### config.mk
export PLATFORM = sky130hd
export DESIGN_NAME = clock_mode_ctrl
export DESIGN_NICKNAME = d
export VERILOG_FILES = /design/src/rtl/clock_mode_ctrl.sv
export SDC_FILE = /design/constraint.sdc
export NUM_CORES = 1
export LEC_CHECK = 0
export ABC_AREA = 1
export CORE_MARGIN = 3
export CORE_UTILIZATION = 35
export CTS_CLUSTER_DIAMETER = 50
export DETAILED_ROUTE_END_ITERATION = 6
export PLACE_DENSITY = 0.77
export SLEW_MARGIN = 15
export SYNTH_ARGS = -nofsm -noshare
export SYNTH_HDL_FRONTEND = slang
export SYNTH_SLANG_ARGS = --single-unit
### constraint.sdc
create_clock -name clk -period 1.5 [get_ports clk]
set_input_delay 0.3 -clock clk [delete_from_list [all_inputs] [get_ports clk]]
set_output_delay 0.3 -clock clk [all_outputs]
set_load 0.005 [all_outputs]
### src/rtl/clock_mode_ctrl.sv
// Mode controller for a mm:ss clock: run/pause/adjust FSM, increment pulse
// generation from divider ticks, and digit blanking while adjusting.
module clock_mode_ctrl #(
    parameter bit BLINK_EN = 1'b1
) (
    input  logic       clk,
    input  logic       reset,
    input  logic       tick_1hz,
    input  logic       tick_2hz,
    input  logic       tick_4hz,
    input  logic       pause_btn,
    input  logic       adjust,
    input  logic       select,
    input  logic       sec_max,
    output logic       sec_inc,
    output logic       min_inc,
    output logic       blank_sec,
    output logic       blank_min,
    output logic [1:0] mode,
    output logic       running
);

    typedef enum logic [1:0] {
        RUN     = 2'b00,
        PAUSE   = 2'b01,
        ADJ_MIN = 2'b10,
        ADJ_SEC = 2'b11
    } state_t;

    state_t state, state_next;
    logic   run_flag, run_next;
    logic   blink_phase, blink_next;
    logic   tick_1hz_p0, tick_2hz_p0, tick_4hz_p0, pause_btn_p0;
    logic   ev_1hz, ev_2hz, ev_4hz, ev_pause;
    logic   sec_inc_next, min_inc_next;
    logic   sec_inc_p1, min_inc_p1;

    // Stage 0: edge detection against the previous-value flops
    assign ev_1hz   = tick_1hz  & ~tick_1hz_p0;
    assign ev_2hz   = tick_2hz  & ~tick_2hz_p0;
    assign ev_4hz   = tick_4hz  & ~tick_4hz_p0;
    assign ev_pause = pause_btn & ~pause_btn_p0;

    always_comb begin
        run_next     = run_flag ^ ev_pause;
        state_next   = run_next ? RUN : PAUSE;
        sec_inc_next = 1'b0;
        min_inc_next = 1'b0;
        blink_next   = 1'b0;

        if (adjust)
            state_next = select ? ADJ_MIN : ADJ_SEC;

        // Increments follow the state held now, not the one being entered
        case (state)
            RUN: begin
                sec_inc_next = ev_1hz;
                min_inc_next = ev_1hz & sec_max;
            end
            ADJ_SEC: sec_inc_next = ev_2hz;
            ADJ_MIN: min_inc_next = ev_2hz;
            default: ;
        endcase

        // Phase restarts on any entry into (or swap between) adjust states
        if (state_next[1] && state_next == state)
            blink_next = blink_phase ^ ev_4hz;
    end

    always_ff @(posedge clk or negedge reset) begin
        if (!reset) begin
            state        <= RUN;
            run_flag     <= 1'b1;
            blink_phase  <= 1'b0;
            tick_1hz_p0  <= 1'b0;
            tick_2hz_p0  <= 1'b0;
            tick_4hz_p0  <= 1'b0;
            pause_btn_p0 <= 1'b1;
            sec_inc_p1   <= 1'b0;
            min_inc_p1   <= 1'b0;
        end else begin
            state        <= state_next;
            run_flag     <= run_next;
            blink_phase  <= blink_next;
            tick_1hz_p0  <= tick_1hz;
            tick_2hz_p0  <= tick_2hz;
            tick_4hz_p0  <= tick_4hz;
            pause_btn_p0 <= pause_btn;
            sec_inc_p1   <= sec_inc_next;
            min_inc_p1   <= min_inc_next;
        end
    end

    // Stage 1: registered pulses and state-derived outputs
    assign sec_inc   = sec_inc_p1;
    assign min_inc   = min_inc_p1;
    assign mode      = state;
    assign running   = run_flag;
    assign blank_min = BLINK_EN & blink_phase & (state == ADJ_MIN);
    assign blank_sec = BLINK_EN & blink_phase & (state == ADJ_SEC);

endmodule
### Word level (Yosys, flattened, before mapping)

Cells that the tools add are included.
Widths: inputs -> output; s select.

| word-level totals | value |
|---|---|
| bits of input ports | 9 |
| output and inout bits | 7 |
| bits in registers | 10 |
| word-level logic and storage cells | 33 |

| operators by class | value |
|---|---|
| reduce and logical (&&, ||, !) cells | 2 |
| mux-type cells | 6 |
| equal/unequal tests | 3 |
| bitwise gates (word level) | 13 |

Operators with widths:

| kind | count |
|---|---|
| $and 1x1->1 | 7 |
| $eq 2x2->1 const B | 2 |
| $not 1->1 | 4 |
| $pmux 1 s2 | 2 |
| $mux 1 | 3 |
| $eq 2x2->1 | 1 |
| $logic_not 2->1 | 1 |
| $mux 2 | 1 |
| $xor 1x1->1 | 2 |
| $logic_and 1x1->1 | 1 |

### Logic depth before layout (Yosys ltp)

Gate-level depths: netlist of run 1.

| depth | value |
|---|---|
| word-level depth | 8 |
| gate-level depth with buffers | 7 |
| mapped depth without buffers | 7 |

### Worst setup path before layout of run 1

OpenSTA, ideal clock, no wires.

| timing path | value |
|---|---|
| path kind | flip-flop to output port |
| start point | register state[0], in the netlist mode[0] |
| end point | output port blank_min |
| stages on the path, launching flop included | 5 |
| slack | 440 ps |
| arrival time | 760 ps |
| data required time | 1200 ps |
| buffers on the path | 0 |
| path through | dfrtp_1 inv_1 ha_1 nand2_1 inv_1 |

| between the ends | value |
|---|---|
| word-level cells in the longest chain between the ends | 2 |

Ends and longest elaborated chain:

| element | line | source |
|---|---|---|
| start, declared | 30 | `state_t state, state_next;` |
| start signal, assigned | 82 | `state <= state_next;` |
| $eq 2x2->1 | 99 | `assign blank_min = BLINK_EN & blink_phase & (state == ADJ_MIN);` |
| $and 1x1->1 | 99 |  |
| end, declared | 18 | `output logic blank_min,` |

No other way between the ends.

### Worst setup path in the final report of run 1

| timing path | value |
|---|---|
| start point | register state[1], in the netlist mode[1] |
| end point | output port blank_min |

Same word-level chain as after synthesis.

==> results.json, run 1 <==
{
  "antenna_found_initial": 0,
  "worst_setup_path_end_kind": "primary output",
  "numCtsBuffers": 3,
  "dpl_cell_area_um2": 638,
  "synth_nets": 60,
  "detail-route-antenna-nets": 0,
  "p_leak_nw": 0.369,
  "tightestPinTransition_ns": 0.438,
  "synth.ff_latch_count": 10,
  "syn_area_um2": 455,
  "cts_tree": "yes",
  "die_x_um": 42.1,
  "rows": 12,
  "clock_sink_count": 10,
  "max_cap_violations": 0,
  "p_per_area_mw_per_mm2": 948,
  "clkTransAtPathRegs_ns": 0.07,
  "top_layer": "met4",
  "yosysTopAreaCell": "dfrtp_1",
  "drive_above_1_share_pct": 30.6,
  "dp_hpwl_um": 734,
  "ir_drop_v": 0.000480,
  "cts_root_buf": "clkbuf_4",
  "yosys_warnings": 0,
  "synth_cell_type_count": 16,
  "rsz0062_at_grt": "true",
  "wl_per_cell_um": 12.3,
  "nets": 85,
  "io_pins": 16,
  "ys_top_cells_by_count": "inv_1 (11), dfrtp_1 (8), nand2_1 (8)",
  "drc": 0,
  "rrSetupSlack_ns": 0.27,
  "synth_seq_area_share_pct": 55.5,
  "die_height_um": 42.1,
  "run_status": "finished clean",
  "core_mm2": 0.00116,
  "cts_max_path_buffers": 2,
  "synth-edff-count": 0,
  "cp.arrival_ns": 1.14,
  "netlist_instances": 48,
  "fmax_mhz": 692,
  "gr-total-overflow": 0,
  "dr_total_vias": 392,
  "cp_max_fo": 3,
  "antenna_cells": 0,
  "synth_area_leaders": "dfrtp_1 (44%), dfstp_2 (12%), inv_1 (9.1%)",
  "setup_ws_ns": 0.0551,
  "grt_pass1_wl_mm": 1.75,
  "synth_most_common_cell": "inv_1",
  "cts-htree-levels": 1,
  "reg2reg_depth": 6,
  "holdBufCountCts": 0,
  "design_area_um2": 724,
  "final_max_slew_viol_count": 0,
  "hp-class": "primary input to async pin",
  "fin_skew_ns": 0.000262,
  "pre_cts_slack_ns": -0.0241,
  "min_period_ns": 1.44,
  "ys.flop_type": "dfrtp_1",
  "clk_latency_ns": 0.27,
  "avgViaCountPerCell": 4.56,
  "drtPass1Iterations": 2,
  "portBuffers": 15,
  "die_area_mm2": 0.00177,
  "crit_path_start_kind": "flop",
  "criticalPathCategory": "flop to primary output",
  "areaGrowthSynthToFinish_pct": 59.1,
  "wl_met3_um": 70,
  "critPathRequiredTime_ns": 1.20,
  "holdWs_ns": 0.335,
  "routed-wl-met2_um": 541,
  "slew_headroom_pct": 70.7,
  "gp_congestion": 0.719,
  "drt-initial-drc-count": 1,
  "post-route-util_pct": 62.7,
  "async_flop_share_pct": 100,
  "final-setup-viol-count": 0,
  "grt_pass1_vias": 387,
  "grt_usage_pct": 14.8,
  "synth.avg_cell_area_um2": 9.49,
  "drt-total-wl_mm": 1.06,
  "grt_max_degree": 11,
  "synth_top_area_share_pct": 44.0,
  "start_util_pct": 39.4,
  "hold_viol": 0,
  "fin_crit_sh_pct": 96.3,
  "m1WireLength_um": 368
}
==> metal layers <==
layer	GRT usage (%)	vias to the layer above
met3	4.29	6
li1	-	193
met2	23.8	16
met5	0	-
met4	18.6	0
met1	13.2	177
==> registers in the layout (all words and copies together) (netlist names) <==
name          count
pause_btn_p0      1
mode              2
blink_phase       1
min_inc           1
tick_1hz_p0       1
tick_2hz_p0       1
sec_inc           1
running           1
tick_4hz_p0       1
==> cells in the final DEF, fill, tap and decap left out, drive strengths merged <==
master and instances:
inv 12, clkdlybuf4s50 10, dfrtp 8, nand2 8, buf 6, nand3 5, clkbuf 5, dlygate4sd2 3
nor2 3, ha 3, a21oi 2, dfstp 2, nand3b 1, and2 1, nor3 1, o21bai 1
o21ai 1
==> path summary, 6_finish.rpt <==
path                                        from                     end
min in group clk                       pause_btn  pause_btn_p0$_DFF_PN1_
max in group asynchronous                  reset  pause_btn_p0$_DFF_PN1_
min reg2reg                tick_2hz_p0$_DFF_PN0_       min_inc$_DFF_PN0_
min                                        reset       min_inc$_DFF_PN0_
max reg2reg                    mode[1]$_DFF_PN0_       sec_inc$_DFF_PN0_
max                            mode[1]$_DFF_PN0_               blank_min
==> what timing repair did <==
item	CTS	global route
setup endpoints to repair	4	2
setup buffers	2	1
gates resized for setup	11	9
pin swaps	1	1
endpoints found under the hold margin	0	0
==> through the flow <==
stage	cells	setup TNS, ns	power (mW)
2_1_floorplan	48	0	0.355
3_3_place_gp	79	0	0.425
3_5_place_dp	79	-0.0241	0.431
4_1_cts	85	-0.102	0.680
5_1_grt	86	-0.0152	0.735
6_report	86	0	0.687
==> worst max-delay path, cell delays in order, from the launching register on <==
cell	delay, ns
dfrtp_1	0.40
buf_6	0.13
ha_4	0.15
nand2_2	0.06
inv_2	0.03
buf_6	0.10
==> power by group <==
group | switching (mW) | total, mW | internal, mW
sequential | 0.0140 | 0.308 | 0.294
clock | 0.104 | 0.252 | 0.148
combinational | 0.0569 | 0.128 | 0.0709
total | 0.175 | 0.687 | 0.512
==> kinds of logic after synthesis <==
group	after synthesis	share of synthesized area, %
fa+ha+maj	3	8.24
buf+inv	12	9.89
flops	10	55.5
compound gates	4	4.94
simple gates	19	21.4
==> layout make-up <==
| type | count | area, um^2 |
|---|---|---|
| clock buffers | 4 | 36.3 |
| fillers | 105 | 432 |
| inverters | 12 | 45.0 |
| multi-input cells | 26 | 185 |
| flip-flops and latches | 10 | 253 |
| well taps | 14 | 17.5 |
| repair buffers | 20 | 188 |
Note: power is estimated with default switching activity, not from simulation.
==> inputs of run 2 (changes only) <==
Settings changed: ABC_AREA 1 to unset, CORE_AREA set to 3 3 40 42, CORE_MARGIN 3 to unset, CORE_UTILIZATION 35 to unset, DIE_AREA set to 0 0 43 45, PLACE_DENSITY 0.77 to 0.72.
==> run 2 against run 1 <==
Sequential power rose by 12%; global-route usage shrank 5.5 points; worst setup slack got worse by 0.038 ns; power up 20%; non-clock buffer count up 3; highest routed layer is now met3.
==> results.json, run 2 <==
{
  "finalNonFillerCells": 74,
  "post-route-util_pct": 55.4,
  "clk_latency_ns": 0.26,
  "min_period_ns": 1.48,
  "largest_reg_flops": 2,
  "gp_congestion": 0.630,
  "synth_cell_type_count": 17,
  "synth_top_area_share_pct": 47.9,
  "synth-xor-area-share_pct": 8.08,
  "crit_top_cell": "buf_6",
  "grt_pass1_vias": 309,
  "drc": 0,
  "drt-initial-drc-count": 1,
  "power.total_mw": 0.827,
  "hold_viol": 0,
  "fin_tns_setup_ns": 0,
  "synth_top_family_by_area": "simple AND/OR/NAND/NOR gates",
  "hp-class": "primary input to async pin",
  "portBuffers": 15,
  "dpl_cell_area_um2": 609,
  "rsz0062_at_grt": "true",
  "synth_most_common_cell": "dfrtp_1",
  "max_cap_violations": 0,
  "synth_nets": 44,
  "critPathSlowestCell": "dfrtp_1",
  "cts_max_path_buffers": 2,
  "layout_commonest_cell": "clkdlybuf4s50_1",
  "drive_above_1_share_pct": 39.0,
  "fin_skew_ns": 0.00507,
  "ir_drop_v": 0.000672,
  "dr_total_vias": 310,
  "wl_per_cell_um": 10.8,
  "cts_root_buf": "clkbuf_4",
  "die_height_um": 45,
  "netlist_instances": 32,
  "detail-route-antenna-nets": 0,
  "synth_seq_area_share_pct": 60.5,
  "pre_cts_slack_ns": -0.0241,
  "io_pins": 16,
  "clkTransAtPathRegs_ns": 0.07,
  "fmax_mhz": 674,
  "fin_crit_sh_pct": 98.9,
  "p_leak_nw": 0.333,
  "slew_headroom_pct": 70.5,
  "cp.arrival_ns": 1.18,
  "antenna_found_initial": 0,
  "syn_area_um2": 418,
  "design_area_um2": 712,
  "clock_sink_count": 10,
  "avgViaCountPerCell": 4.19,
  "synth.avg_cell_area_um2": 13.1,
  "worst_setup_path_end_kind": "primary output",
  "tightestPinTransition_ns": 0.440,
  "grt_pass1_wl_mm": 1.28,
  "drt-total-wl_um": 800,
  "die_area_mm2": 0.00194,
  "synth.ff_latch_count": 10,
  "ys.flop_type": "dfrtp_1",
  "yosysTopAreaCell": "dfrtp_1",
  "run_status": "finished clean",
  "final_max_slew_viol_count": 0,
  "gr-total-overflow": 0,
  "areaGrowthSynthToFinish_pct": 70.4,
  "dp_cells": 65,
  "cts_tree": "yes",
  "layout_common_cells": "clkdlybuf4s50_1 (10), dfrtp_1 (8), buf_4 (5), buf_6 (4), clkbuf_4 (3)",
  "criticalPathCategory": "flop to primary output",
  "cts-htree-levels": 1,
  "grt_max_degree": 11,
  "cp_max_fo": 3,
  "nets": 72,
  "die_x_um": 43,
  "drtPass1Iterations": 2,
  "numCtsBuffers": 3,
  "antenna_cells": 0,
  "crit_chain": "buf_6 -> ha_4 -> and2_4 -> buf_6",
  "setup_ws_ns": 0.0169,
  "holdWs_ns": 0.348,
  "critPathRequiredTime_ns": 1.20,
  "p_per_area_mw_per_mm2": 1160,
  "fill_cells": 131,
  "async_flop_share_pct": 100,
  "ys_top_cells_by_count": "dfrtp_1 (8), ha_1 (3), inv_1 (3)",
  "cpPeakStageDelay_ns": 0.40,
  "synth.mux.area_fraction_pct": 2.40,
  "dp_hpwl_um": 572,
  "synth-edff-count": 0,
  "start_util_pct": 32.5,
  "core_mm2": 0.00128,
  "synthSimpleGateAreaFrac_pct": 15.0,
  "crit_path_start_kind": "flop",
  "yosys_warnings": 0,
  "grt_usage_pct": 9.30,
  "synth_compound_area_share_pct": 2.40,
  "synth_fa_ha_area_share_pct": 8.98,
  "final-setup-viol-count": 0,
  "rows": 13,
  "synth_area_leaders": "dfrtp_1 (48%), dfstp_2 (13%), ha_1 (9.0%)"
}
[run 2: timing repair]
action                     4_1_cts  5_1_grt
setup endpoints to repair        5        4
hold buffers                     0        0
pin swaps                        1        1
setup buffers                    3        2
resized for setup               11       12
[run 2: kinds of logic after synthesis]
family,count (synthesis)
simple gates,10
flops,10
xor+xnor,3
buf+inv,3
fa+ha+maj,3
compound gates,2
mux,1
[run 2: layout make-up]
type,count,area (um^2),share of cell area (%)
Multi-Input combinational cell,19,174,24.4
Timing Repair Buffer,23,216,30.4
Inverter,3,13.8,1.93
Tap cell,15,18.8,2.64
Clock buffer,4,36.3,5.10
Sequential cell,10,253,35.5
[run 2: critical path, delay by kind of cell, from the launching register on]
| kind | cells | cell delay, ns |
|---|---|---|
| buffers and inverters | 2 | 0.23 |
| AND/OR/NAND/NOR | 1 | 0.14 |
| adder cells (fa/ha/maj) | 1 | 0.14 |
| flip-flops | 1 | 0.40 |
[run 2: metal layers]
metal | track usage, % | wire [um] | vias to the layer above
li1 | - | - | 154
met1 | 11.1 | 337 | 142
met2 | 14.1 | 396 | 14
met3 | 5.18 | 66 | 0
met4 | 3.61 | 0 | 0
met5 | 0 | 0 | -
[run 2: path summary, 6_finish.rpt]
| path | slack, ns | endpoint | start | cells after the start |
|---|---|---|---|---|
| setup / recovery | 0.02 | blank_min | mode[1]$_DFF_PN0_ | 4 |
| hold / removal | 0.35 | mode[1]$_DFF_PN0_ | reset | 1 |
| setup reg to reg | 0.36 | min_inc$_DFF_PN0_ | mode[1]$_DFF_PN0_ | 6 |
| hold reg to reg | 0.52 | running$_DFF_PN1_ | running$_DFF_PN1_ | 1 |
| max in group asynchronous | 0.81 | pause_btn_p0$_DFF_PN1_ | reset | 1 |
| min in group clk | 0.50 | tick_2hz_p0$_DFF_PN0_ | tick_2hz | 1 |
[run 2: power by group]
part	switching, mW	leakage (nW)	internal, mW	total [mW]
combinational	0.0904	0.192	0.157	0.247
clock	0.0886	0.0210	0.147	0.236
sequential	0.0269	0.120	0.317	0.344
total	0.206	0.333	0.621	0.827
==> inputs of run 3 (changes only) <==
Settings changed: CORE_AREA 3 3 40 42 to 10 10 47 49, DIE_AREA 0 0 43 45 to 0 0 57 59.
==> run 3 against run 2 <==
Clock skew fell by 0.0033 ns; first-iteration DRC count unchanged; via count up 1.6%; cell area shrank 3.7%; final cell count shrank 1.4%; fmax up 0.29%; core utilization decreased by 6.5 points; power decreased by 3.0%; routed wire length increased by 5.4%; highest routed layer unchanged.
==> results.json, run 3 (synthesis gave the netlist of run 2 again) <==
{
  "hp-class": "primary input to async pin",
  "clockPowerShare_pct": 29.2,
  "crit-reg2reg-capture": "min_inc$_DFF_PN0_",
  "clk_latency_ns": 0.26,
  "wl_per_cell_um": 11.5,
  "areaGrowthSynthToFinish_pct": 64.1,
  "drt-total-wl_um": 843,
  "run_status": "finished clean",
  "crit_family": "flip-flops",
  "cts_tree": "yes",
  "p_comb_share_pct": 28.1,
  "drive_above_1_share_pct": 33.3,
  "layout_commonest_cell": "clkdlybuf4s50_1",
  "min_period_ns": 1.48,
  "p_per_area_mw_per_mm2": 1170,
  "grt_max_degree": 11,
  "largest_reg_flops": 2,
  "cts_root_buf": "clkbuf_4",
  "core_mm2": 0.00140,
  "drt-initial-drc-count": 1,
  "power_frac_seq_pct": 42.7,
  "criticalPathCategory": "flop to primary output",
  "power_switching_mw": 0.194,
  "grt_usage_pct": 5.49,
  "ir_drop_v": 0.000615,
  "gp_congestion": 0.693,
  "holdWs_ns": 0.353,
  "rows": 14,
  "antenna_cells": 0,
  "intPower_mw": 0.608,
  "drc": 0,
  "drtPass1Iterations": 2,
  "grt_pass1_vias": 383,
  "p_leak_nw": 0.321,
  "max_cap_violations": 0,
  "tightestPinTransition_ns": 0.443,
  "io_pins": 16,
  "holdBufCountCts": 0,
  "reg2reg_depth": 5,
  "slew_headroom_pct": 70.4,
  "final-setup-viol-count": 0,
  "post-route-util_pct": 48.9,
  "clock_sink_count": 10,
  "nets": 70,
  "r2r_start": "mode[0]$_DFF_PN0_",
  "avgViaCountPerCell": 4.32,
  "fill_cells": 147,
  "start_util_pct": 29.8,
  "finalNonFillerCells": 73,
  "power.total_mw": 0.802,
  "crit_chain": "buf_6 -> ha_4 -> and2_4 -> buf_6",
  "fin_skew_ns": 0.00179,
  "hold_viol": 0,
  "worst_setup_path_end_kind": "primary output",
  "rsz0062_at_grt": "true",
  "dp_cells": 66,
  "gr-total-overflow": 0,
  "final_max_slew_viol_count": 0,
  "crit_top_cell": "buf_6",
  "cpPeakStageDelay_ns": 0.40,
  "die_x_um": 57,
  "fin_crit_sh_pct": 98.6,
  "antenna_found_initial": 0,
  "critPathSlowestCell": "dfrtp_1",
  "switching_share_pct": 24.2,
  "cts-htree-levels": 1,
  "clkTransAtPathRegs_ns": 0.07,
  "die_area_mm2": 0.00336,
  "grt_pass1_wl_mm": 1.50,
  "cp_max_fo": 3,
  "dr_total_vias": 315,
  "portBuffers": 15,
  "die_height_um": 59,
  "path_buf_inv": 2,
  "fmax_mhz": 676,
  "cp.arrival_ns": 1.18,
  "rrSetupSlack_ns": 0.42,
  "critPathRequiredTime_ns": 1.20,
  "detail-route-antenna-nets": 0,
  "numCtsBuffers": 3,
  "layout_common_cells": "clkdlybuf4s50_1 (10), dfrtp_1 (8), buf_4 (5), inv_1 (3), clkbuf_4 (3)",
  "crit_path_start_kind": "flop",
  "cts_max_path_buffers": 2
}
## run 3: area by class of cell
cell class | instances | area, um^2 | share of cell area (%)
clock buffers | 4 | 36.3 | 5.29
inverters | 3 | 11.3 | 1.64
repair buffers | 21 | 194 | 28.3
multi-input cells | 19 | 171 | 25.0
well taps | 16 | 20.0 | 2.92
flip-flops and latches | 10 | 253 | 36.9
## run 3: per-stage QoR
stage,setup slack [ns],TNS (ns),cell area [um^2]
finish,0.0211,0,686
global route,-0.0285,-0.0285,686
CTS,-0.118,-0.181,657
detailed placement,-0.0291,-0.0291,611
global placement,-0.00888,-0.00888,611
floorplan,0.390,0,418
## run 3: worst max-delay path by stage
stage                           start         to  slack (ns)  cells after the start
CTS                 mode[1]$_DFF_PN0_  blank_min       -0.12                      4
global placement    mode[0]$_DFF_PN0_  blank_min      -0.009                      4
floorplan           mode[0]$_DFF_PN0_  blank_min        0.39                      3
global route        mode[1]$_DFF_PN0_  blank_min       -0.03                      4
finish              mode[1]$_DFF_PN0_  blank_min        0.02                      4
detailed placement  mode[0]$_DFF_PN0_  blank_min       -0.03                      4
## run 3: power groups by stage
stage	Clock (mW)	Sequential [mW]	Combinational [mW]
after global routing	0.258	0.348	0.252
after detailed placement	0	0.350	0.210
after CTS	0.246	0.342	0.211
after global placement	0	0.348	0.208
after floorplan	0	0.354	0.0702
final	0.234	0.343	0.226
## run 3: what timing repair did
| item | in CTS | in global routing |
|---|---|---|
| buffers inserted | 2 | 1 |
| resized for setup | 6 | 12 |
| pin swaps | 0 | 1 |
| gates cloned | 0 | 0 |
| setup endpoints to repair | 5 | 4 |
## run 3: per-layer routing
metal / vias up / share of wire (%) / GRT usage [%]
li1: 153 / - / -
met1: 149 / 37 / 5.36
met2: 13 / 47 / 8.06
met3: 0 / 16 / 4.51
met4: 0 / 0 / 3.02
met5: - / 0 / 0
